===== src/rtl/sft_pkg.sv =====
// Shared constants and helpers for the sliced fine-time classifier.
package sft_pkg;

    localparam logic [7:0]  OFF_CFG     = 8'd0;
    localparam logic [7:0]  OFF_WIN     = 8'd1;

    localparam logic [31:0] CFG_RESET   = 32'hFFFF_FFFF;
    localparam logic [31:0] WIN0_RESET  = 32'hFFFF_FFFF;
    localparam logic [31:0] WIN1_RESET  = 32'h0000_F000;
    localparam logic [31:0] WIN2_RESET  = 32'h0F00_0000;

    function automatic int entry_w(input int nclass, input int cw, input int ntap);
        return nclass + cw + $clog2(ntap);
    endfunction

    function automatic logic [7:0] status_off(input int nclass);
        return 8'(nclass + 1);
    endfunction

    function automatic logic [31:0] win_reset(input int j);
        case (j)
            0:       return WIN0_RESET;
            1:       return WIN1_RESET;
            2:       return WIN2_RESET;
            default: return 32'h0;
        endcase
    endfunction

endpackage


===== src/rtl/sft_hit_fifo.sv =====
// Synchronous first-word-fall-through FIFO holding decoded hit records.
module sft_hit_fifo #(
    parameter int W     = 24,
    parameter int DEPTH = 16
) (
    input  logic                       clk,
    input  logic                       rst,
    input  logic                       clr,
    input  logic                       push,
    input  logic                       pop,
    input  logic [W-1:0]               wdata,
    output logic [W-1:0]               rdata,
    output logic                       empty,
    output logic                       full,
    output logic [$clog2(DEPTH):0]     count
);

    localparam int AW = $clog2(DEPTH);
    localparam logic [AW:0] FULL_CNT = (AW+1)'(DEPTH);

    logic [W-1:0]  mem [DEPTH];
    logic [AW-1:0] wr_ptr_q, wr_ptr_d;
    logic [AW-1:0] rd_ptr_q, rd_ptr_d;
    logic [AW:0]   count_q, count_d;
    logic          do_push, do_pop;

    // A push into a full FIFO is accepted only when a pop frees a slot in the same cycle.
    always_comb begin
        do_pop   = pop && (count_q != '0);
        do_push  = push && !clr && ((count_q != FULL_CNT) || do_pop);
        wr_ptr_d = wr_ptr_q;
        rd_ptr_d = rd_ptr_q;
        count_d  = count_q;
        if (clr) begin
            wr_ptr_d = '0;
            rd_ptr_d = '0;
            count_d  = '0;
        end else begin
            if (do_push) wr_ptr_d = wr_ptr_q + 1'b1;
            if (do_pop)  rd_ptr_d = rd_ptr_q + 1'b1;
            if (do_push && !do_pop)      count_d = count_q + 1'b1;
            else if (do_pop && !do_push) count_d = count_q - 1'b1;
        end
    end

    always_ff @(posedge clk) begin
        if (rst) begin
            wr_ptr_q <= '0;
            rd_ptr_q <= '0;
            count_q  <= '0;
        end else begin
            wr_ptr_q <= wr_ptr_d;
            rd_ptr_q <= rd_ptr_d;
            count_q  <= count_d;
        end
    end

    always_ff @(posedge clk) begin
        if (do_push) mem[wr_ptr_q] <= wdata;
    end

    assign empty = (count_q == '0);
    assign full  = (count_q == FULL_CNT);
    assign count = count_q;
    assign rdata = empty ? '0 : mem[rd_ptr_q];

endmodule


===== src/rtl/sfine_time_classifier.sv =====
// Per-channel fine-time edge decoder, class window matcher and timestamped hit FIFO
// with a small local-bus register file.
module sfine_time_classifier
    import sft_pkg::*;
#(
    parameter int         NTAP       = 32,
    parameter int         RUN        = 3,
    parameter int         NCLASS     = 3,
    parameter int         CW         = 16,
    parameter int         FIFO_DEPTH = 16,
    parameter logic [7:0] BASE_ADDR  = 8'h00
) (
    input  logic                                 clk,
    input  logic                                 rst,
    input  logic [NTAP-1:0]                      tap_in,
    input  logic                                 tap_vld,
    output logic [NCLASS-1:0]                    class_hit,
    output logic                                 hit_vld,
    output logic [$clog2(NTAP)-1:0]              hit_fine,
    input  logic                                 rd_en,
    output logic [NCLASS+CW+$clog2(NTAP)-1:0]    rd_data,
    output logic                                 fifo_empty,
    output logic                                 fifo_full,
    input  logic [31:0]                          DataIn,
    output logic [31:0]                          DataOut,
    input  logic [7:0]                           Address,
    input  logic                                 Read,
    input  logic                                 Write
);

    localparam int         FW         = $clog2(NTAP);
    localparam int         EW         = entry_w(NCLASS, CW, NTAP);
    localparam int         CNTW       = $clog2(FIFO_DEPTH) + 1;
    localparam int         LAST_K     = NTAP - RUN - 2;
    localparam logic [7:0] OFF_STATUS = status_off(NCLASS);

    logic [CW-1:0]     coarse_q, coarse_d;
    logic [NTAP-1:1]   tap0_q, tap0_d;
    logic              vld0_q, vld0_d;
    logic [CW-1:0]     coarse0_q, coarse0_d;
    logic [NTAP-1:0]   dec1_q, dec_d;
    logic [CW-1:0]     coarse1_q, coarse1_d;
    logic [NCLASS-1:0] class_hit_q, class_hit_d;
    logic              hit_vld_q, hit_vld_d;
    logic [FW-1:0]     hit_fine_q, hit_fine_d;
    logic [CW-1:0]     coarse2_q, coarse2_d;
    logic [31:0]       cfg_q, cfg_d;
    logic [31:0]       win_q [NCLASS];
    logic [31:0]       win_d [NCLASS];
    logic [7:0]        ovf_q, ovf_d;

    logic [7:0]        offset;
    logic              fifo_clr;
    logic              drop;
    logic [CNTW-1:0]   fifo_count;
    logic              unused_tap0;

    // Bit 0 of the snapshot can never be part of a decoded edge pattern.
    assign unused_tap0 = tap_in[0];
    assign offset      = Address - BASE_ADDR;
    assign fifo_clr    = cfg_q[31];
    assign drop        = hit_vld_q & fifo_full & ~rd_en & ~fifo_clr;

    for (genvar k = 0; k < NTAP; k++) begin : g_dec
        if (k <= LAST_K) begin : g_edge
            assign dec_d[k] = vld0_q & (&tap0_q[k+RUN:k+1]) & ~tap0_q[k+RUN+1];
        end else begin : g_none
            assign dec_d[k] = 1'b0;
        end
    end

    for (genvar j = 0; j < NCLASS; j++) begin : g_class
        assign class_hit_d[j] = cfg_q[j] & (|(dec1_q & win_q[j][NTAP-1:0]));
    end

    always_comb begin
        coarse_d  = coarse_q + 1'b1;
        tap0_d    = tap_in[NTAP-1:1];
        vld0_d    = tap_vld;
        coarse0_d = coarse_q;
        coarse1_d = coarse0_q;
        coarse2_d = coarse1_q;
        hit_vld_d = |dec1_q;
        hit_fine_d = '0;
        for (int k = NTAP - 1; k >= 0; k--) begin
            if (dec1_q[k]) hit_fine_d = FW'(k);
        end
    end

    // Bit 31 of CFG lives for exactly one cycle and acts as the FIFO clear strobe.
    always_comb begin
        cfg_d = {1'b0, cfg_q[30:0]};
        for (int j = 0; j < NCLASS; j++) win_d[j] = win_q[j];
        ovf_d = ovf_q;
        if (fifo_clr)                    ovf_d = '0;
        else if (drop && ovf_q != 8'hFF) ovf_d = ovf_q + 1'b1;
        if (Write) begin
            if (offset == OFF_CFG) cfg_d = DataIn;
            for (int j = 0; j < NCLASS; j++) begin
                if (offset == OFF_WIN + 8'(j)) win_d[j] = DataIn;
            end
        end
    end

    always_comb begin
        DataOut = '0;
        if (Read) begin
            if (offset == OFF_CFG) DataOut = cfg_q;
            for (int j = 0; j < NCLASS; j++) begin
                if (offset == OFF_WIN + 8'(j)) DataOut = win_q[j];
            end
            if (offset == OFF_STATUS) DataOut = {16'h0, 8'(fifo_count), ovf_q};
        end
    end

    always_ff @(posedge clk) begin
        if (rst) begin
            coarse_q    <= '0;
            tap0_q      <= '0;
            vld0_q      <= 1'b0;
            coarse0_q   <= '0;
            dec1_q      <= '0;
            coarse1_q   <= '0;
            class_hit_q <= '0;
            hit_vld_q   <= 1'b0;
            hit_fine_q  <= '0;
            coarse2_q   <= '0;
            cfg_q       <= CFG_RESET;
            for (int j = 0; j < NCLASS; j++) win_q[j] <= win_reset(j);
            ovf_q       <= '0;
        end else begin
            coarse_q    <= coarse_d;
            tap0_q      <= tap0_d;
            vld0_q      <= vld0_d;
            coarse0_q   <= coarse0_d;
            dec1_q      <= dec_d;
            coarse1_q   <= coarse1_d;
            class_hit_q <= class_hit_d;
            hit_vld_q   <= hit_vld_d;
            hit_fine_q  <= hit_fine_d;
            coarse2_q   <= coarse2_d;
            cfg_q       <= cfg_d;
            for (int j = 0; j < NCLASS; j++) win_q[j] <= win_d[j];
            ovf_q       <= ovf_d;
        end
    end

    sft_hit_fifo #(
        .W     (EW),
        .DEPTH (FIFO_DEPTH)
    ) u_fifo (
        .clk   (clk),
        .rst   (rst),
        .clr   (fifo_clr),
        .push  (hit_vld_q),
        .pop   (rd_en),
        .wdata ({class_hit_q, coarse2_q, hit_fine_q}),
        .rdata (rd_data),
        .empty (fifo_empty),
        .full  (fifo_full),
        .count (fifo_count)
    );

    assign class_hit = class_hit_q;
    assign hit_vld   = hit_vld_q;
    assign hit_fine  = hit_fine_q;

endmodule


===== config.mk =====
export PLATFORM = sky130hd
export DESIGN_NAME = sfine_time_classifier
export DESIGN_NICKNAME = d
export VERILOG_FILES = /design/src/rtl/sft_pkg.sv /design/src/rtl/sft_hit_fifo.sv /design/src/rtl/sfine_time_classifier.sv
export SDC_FILE = /design/constraint.sdc
export NUM_CORES = 1
export LEC_CHECK = 0
export ABC_CLOCK_PERIOD_IN_PS = 11000
export BUFFER_PORTS_ARGS = -buffer_cell sky130_fd_sc_hd__buf_4
export CAP_MARGIN = 20
export CORE_MARGIN = 2
export CORE_UTILIZATION = 62
export DETAILED_ROUTE_END_ITERATION = 8
export GPL_TIMING_DRIVEN = 0
export PLACE_DENSITY_LB_ADDON = 0.08
export SYNTH_ARGS = -nofsm -noshare
export SYNTH_HDL_FRONTEND = slang
export SYNTH_HIERARCHICAL = 1
export SYNTH_SLANG_ARGS = --single-unit

===== constraint.sdc =====
create_clock -name clk -period 11 [get_ports clk]
set_clock_uncertainty 0.2 [all_clocks]
set_input_delay 1.1 -clock clk [delete_from_list [all_inputs] [get_ports clk]]
set_output_delay 1.1 -clock clk [all_outputs]
set_load 0.05 [all_outputs]

==> results.toml <==
[grt]
grt_max_degree = 25
grt_pass1_wl_mm = 105.2
antenna_found_initial = 3
gr-total-overflow = 0
grt_pass1_vias = 17054
grt_usage_pct = 32.28

[critical_path]
arrival_ns = 3.38
path_common_cell = "buf_2"
r2r_start = "u_fifo/count[0]$_SDFFE_PP0P_"
max_stage_delay_ns = 0.41
rrSetupSlack_ns = 7.75
worstSetupPathType = "flop to output port"
critPathRequiredTime_ns = 9.70
r2r-end = "u_fifo/count[3]$_SDFFE_PP0P_"
reg2regPathDepth = 11
start_kind = "flop"
crit_fanout = 10
worstSetupEndpointType = "output port"
cp_slowest_cell = "buf_2"
worstPathCellList = "clkbuf_1, buf_2, buf_2, mux4_2, mux2_2, a221o_1, buf_4"

[final_layout]
final_cells = 2682
drive_above_1_share_pct = 23.29
multiInputGateArea_mm2 = 0.008457
fillCellCount = 2753
nets = 2182
regArea_mm2 = 0.01726
antenna_cells = 0
utilization_pct = 72.62
area_growth_syn_to_layout_pct = 15.72

[clocking]
htree_levels = 3
clock_latency_ns = 0.59
root_buffer = "clkbuf_16"
path_clk_slew_ns = 0.06
cts_tree = "built"
cts.sinks = 670
cts_resized = 0
cts_made_buffers = 67
holdBufCountCts = 0
cts_setup_buffers = 0
cts.path.max_buffers = 3

[yosys]
yosys_warnings = 6
synth.avg_cell_area_um2 = 14.07
netlist_area_mm2 = 0.02633
synth_async_sr_flop_share_pct = 0
syn_nets = 1961
ys.flop_type = "edfxtp_1"
yosysSeqAreaShare_pct = 65.55
synth_largest_area_cell = "edfxtp_1"
synthCells = 1871
synth_area_leaders = "edfxtp_1 44%, dfxtp_1 22%, mux4_2 9.8%"
ys_ff_latch = 670
synth_edf_count = 384
synth_top_area_share_pct = 43.80
yosysUniqueCellTypes = 74

[timing]
tns_ns = 0
timing.fmax_mhz = 213.7
hold_slack_ns = 0.2227
worst_pin_slew_ns = 0.8989
grt_setup_unrepaired = "no"
hold_violations = 0
relSlewSlack_pct = 39.63
setup_slack_ns = 6.320
drv_slew = 0
fin_crit_sh_pct = 42.55
finalCriticalPeriod_ns = 4.680
setup_viol = 0

[routing]
avgViaCountPerCell = 6.431
vias = 17249
routed_wl_mm = 70.24
drtAntennaViolNets = 0
drcViolationCount = 0
drt_iter0_drc = 1691
wl_per_cell_um = 26.19
first_pass_iters = 6

[run_status]
status = "completed"

[hold_path]
min_from = "coarse1_q[9]$_SDFF_PP0_"
hold_path_depth = 1
min_path_type = "flop to flop"
min_to = "coarse2_q[9]$_SDFF_PP0_"

[power]
leakagePower_nw = 10.40
ir_drop_uv = 146.0
power_density_mw_per_mm2 = 170.4

[placement]
place_ws_ns = 6.568
dp.cells = 2562
gp_congestion = 1.003
hpwl_mm = 47.50
io_buffers = 140

[floorplan]
num_rows = 75
die_y_um = 210.1
die-area_mm2 = 0.04413
initial_core_util_pct = 62.76
io_pins = 145
die_w_um = 210.1
core_mm2 = 0.04195

[run]
drv_cap = 0
worst max path at each step:
stage,cells past startpoint,slack (ns),end
final,7,6.32,rd_data[21]
after global routing,7,6.25,rd_data[21]
after CTS,7,6.29,rd_data[21]
after detailed placement,8,6.57,DataOut[11]
after global placement,4,3.66,u_fifo/mem[3][15]$_DFFE_PP_
after floorplan,6,6.49,DataOut[10]
routing by layer:
metal,vias up,share of wire [%],global-route usage [%]
met5,-,0,0
met4,0,3.1,10.54
met3,166,8.5,5.721
met2,929,49,53.93
met1,8643,39,43.46
li1,7511,-,-
state kept, by name (all words and copies together), names as in the netlist, named ones only:
| register | cells |
|---|---|
| u_fifo/rd_ptr_q | 4 |
| cfg_q | 32 |
| coarse0_d | 16 |
| coarse2_q | 16 |
| coarse0_q | 16 |
| u_fifo/count | 5 |
| win_q | 96 |
| coarse1_q | 16 |
| u_fifo/wr_ptr_q | 4 |
| hit_fine | 5 |
| vld0_q | 1 |
| dec1_q | 28 |
| hit_vld | 1 |
| ovf_q | 8 |
| tap0_q | 31 |
| u_fifo/mem | 384 |
| class_hit | 3 |
report_power, final:
part,internal (mW),switching (mW),total [mW]
Sequential,2.63,0.0119,2.65
Clock,1.41,0.928,2.34
Combinational,0.0771,0.130,0.207
Total,4.12,1.07,5.19
cells in the mapped netlist, types with 15 or more instances:
master    number
nor3_1        73
a21oi_1      116
mux2i_1       16
a22oi_1       55
edfxtp_1     384
nand2_1      207
nor2b_1      129
a221o_1       24
buf_2         41
clkbuf_1      50
mux4_2       115
dfxtp_1      286
nor2_1        81
o31a_1        28
mux2_2        25
nand4_1       19
inv_1         15
per-stage QoR:
step / power [mW] / cell area (um^2)
after floorplan: 2.822 / 26330
after detailed placement: 2.904 / 28210
after global routing: 5.321 / 30460
after CTS: 5.211 / 30460
final: 5.189 / 30460
after global placement: 2.902 / 28050
layout make-up:
cell class              count  share of cell area [%]
flip-flops and latches    670                   56.65
clock inverters            31                   1.261
repair buffers            152                   3.832
well taps                 539                   2.214
clock buffers              89                   6.145
inverters                  16                  0.2054
multi-input cells        1073                   27.76
plain buffers             112                   1.935
worst max-delay path, delay by kind of cell (launching register included):
family | cells | cell delay (ns)
multiplexers | 2 | 0.66
AO/OA/AOI/OAI | 1 | 0.36
buffers and inverters | 4 | 1.40
flip-flops | 1 | 0.36
kinds of logic after synthesis:
kind of cell / count (synthesis) / synth area share (%)
AO/OA/AOI/OAI: 279 / 7.381
buffers and inverters: 128 / 2.476
flip-flops: 670 / 65.55
adder cells (fa/ha/maj): 12 / 0.5989
multiplexers: 156 / 11.52
XOR/XNOR: 18 / 0.5989
AND/OR/NAND/NOR: 608 / 11.88
placed cells by master, fill, tap and decap left out, types with 5 or more instances in the layout:
master	count
edfxtp_1	384
dfxtp_1	286
nand2_1	207
buf_4	147
nor2b_1	129
a21oi_1	116
mux4_2	115
nor2_1	81
nor3_1	69
clkbuf_16	69
clkbuf_1	63
a22oi_1	55
buf_2	41
o31a_1	28
mux2_2	25
a221o_1	24
buf_6	21
nand4_1	19
mux2i_1	16
inv_1	15
nand3_1	14
clkinv_2	14
o2bb2ai_1	13
xor2_1	12
nor4_1	11
ha_1	11
bufinv_16	9
o21ai_0	8
or4_1	7
a21oi_2	7
clkbuf_8	7
and2_2	7
nand3b_1	6
xnor2_1	6
or3_1	5
nor3b_1	5
clkinv_1	5
nor3_2	5
(Power assumes the default switching activity.)
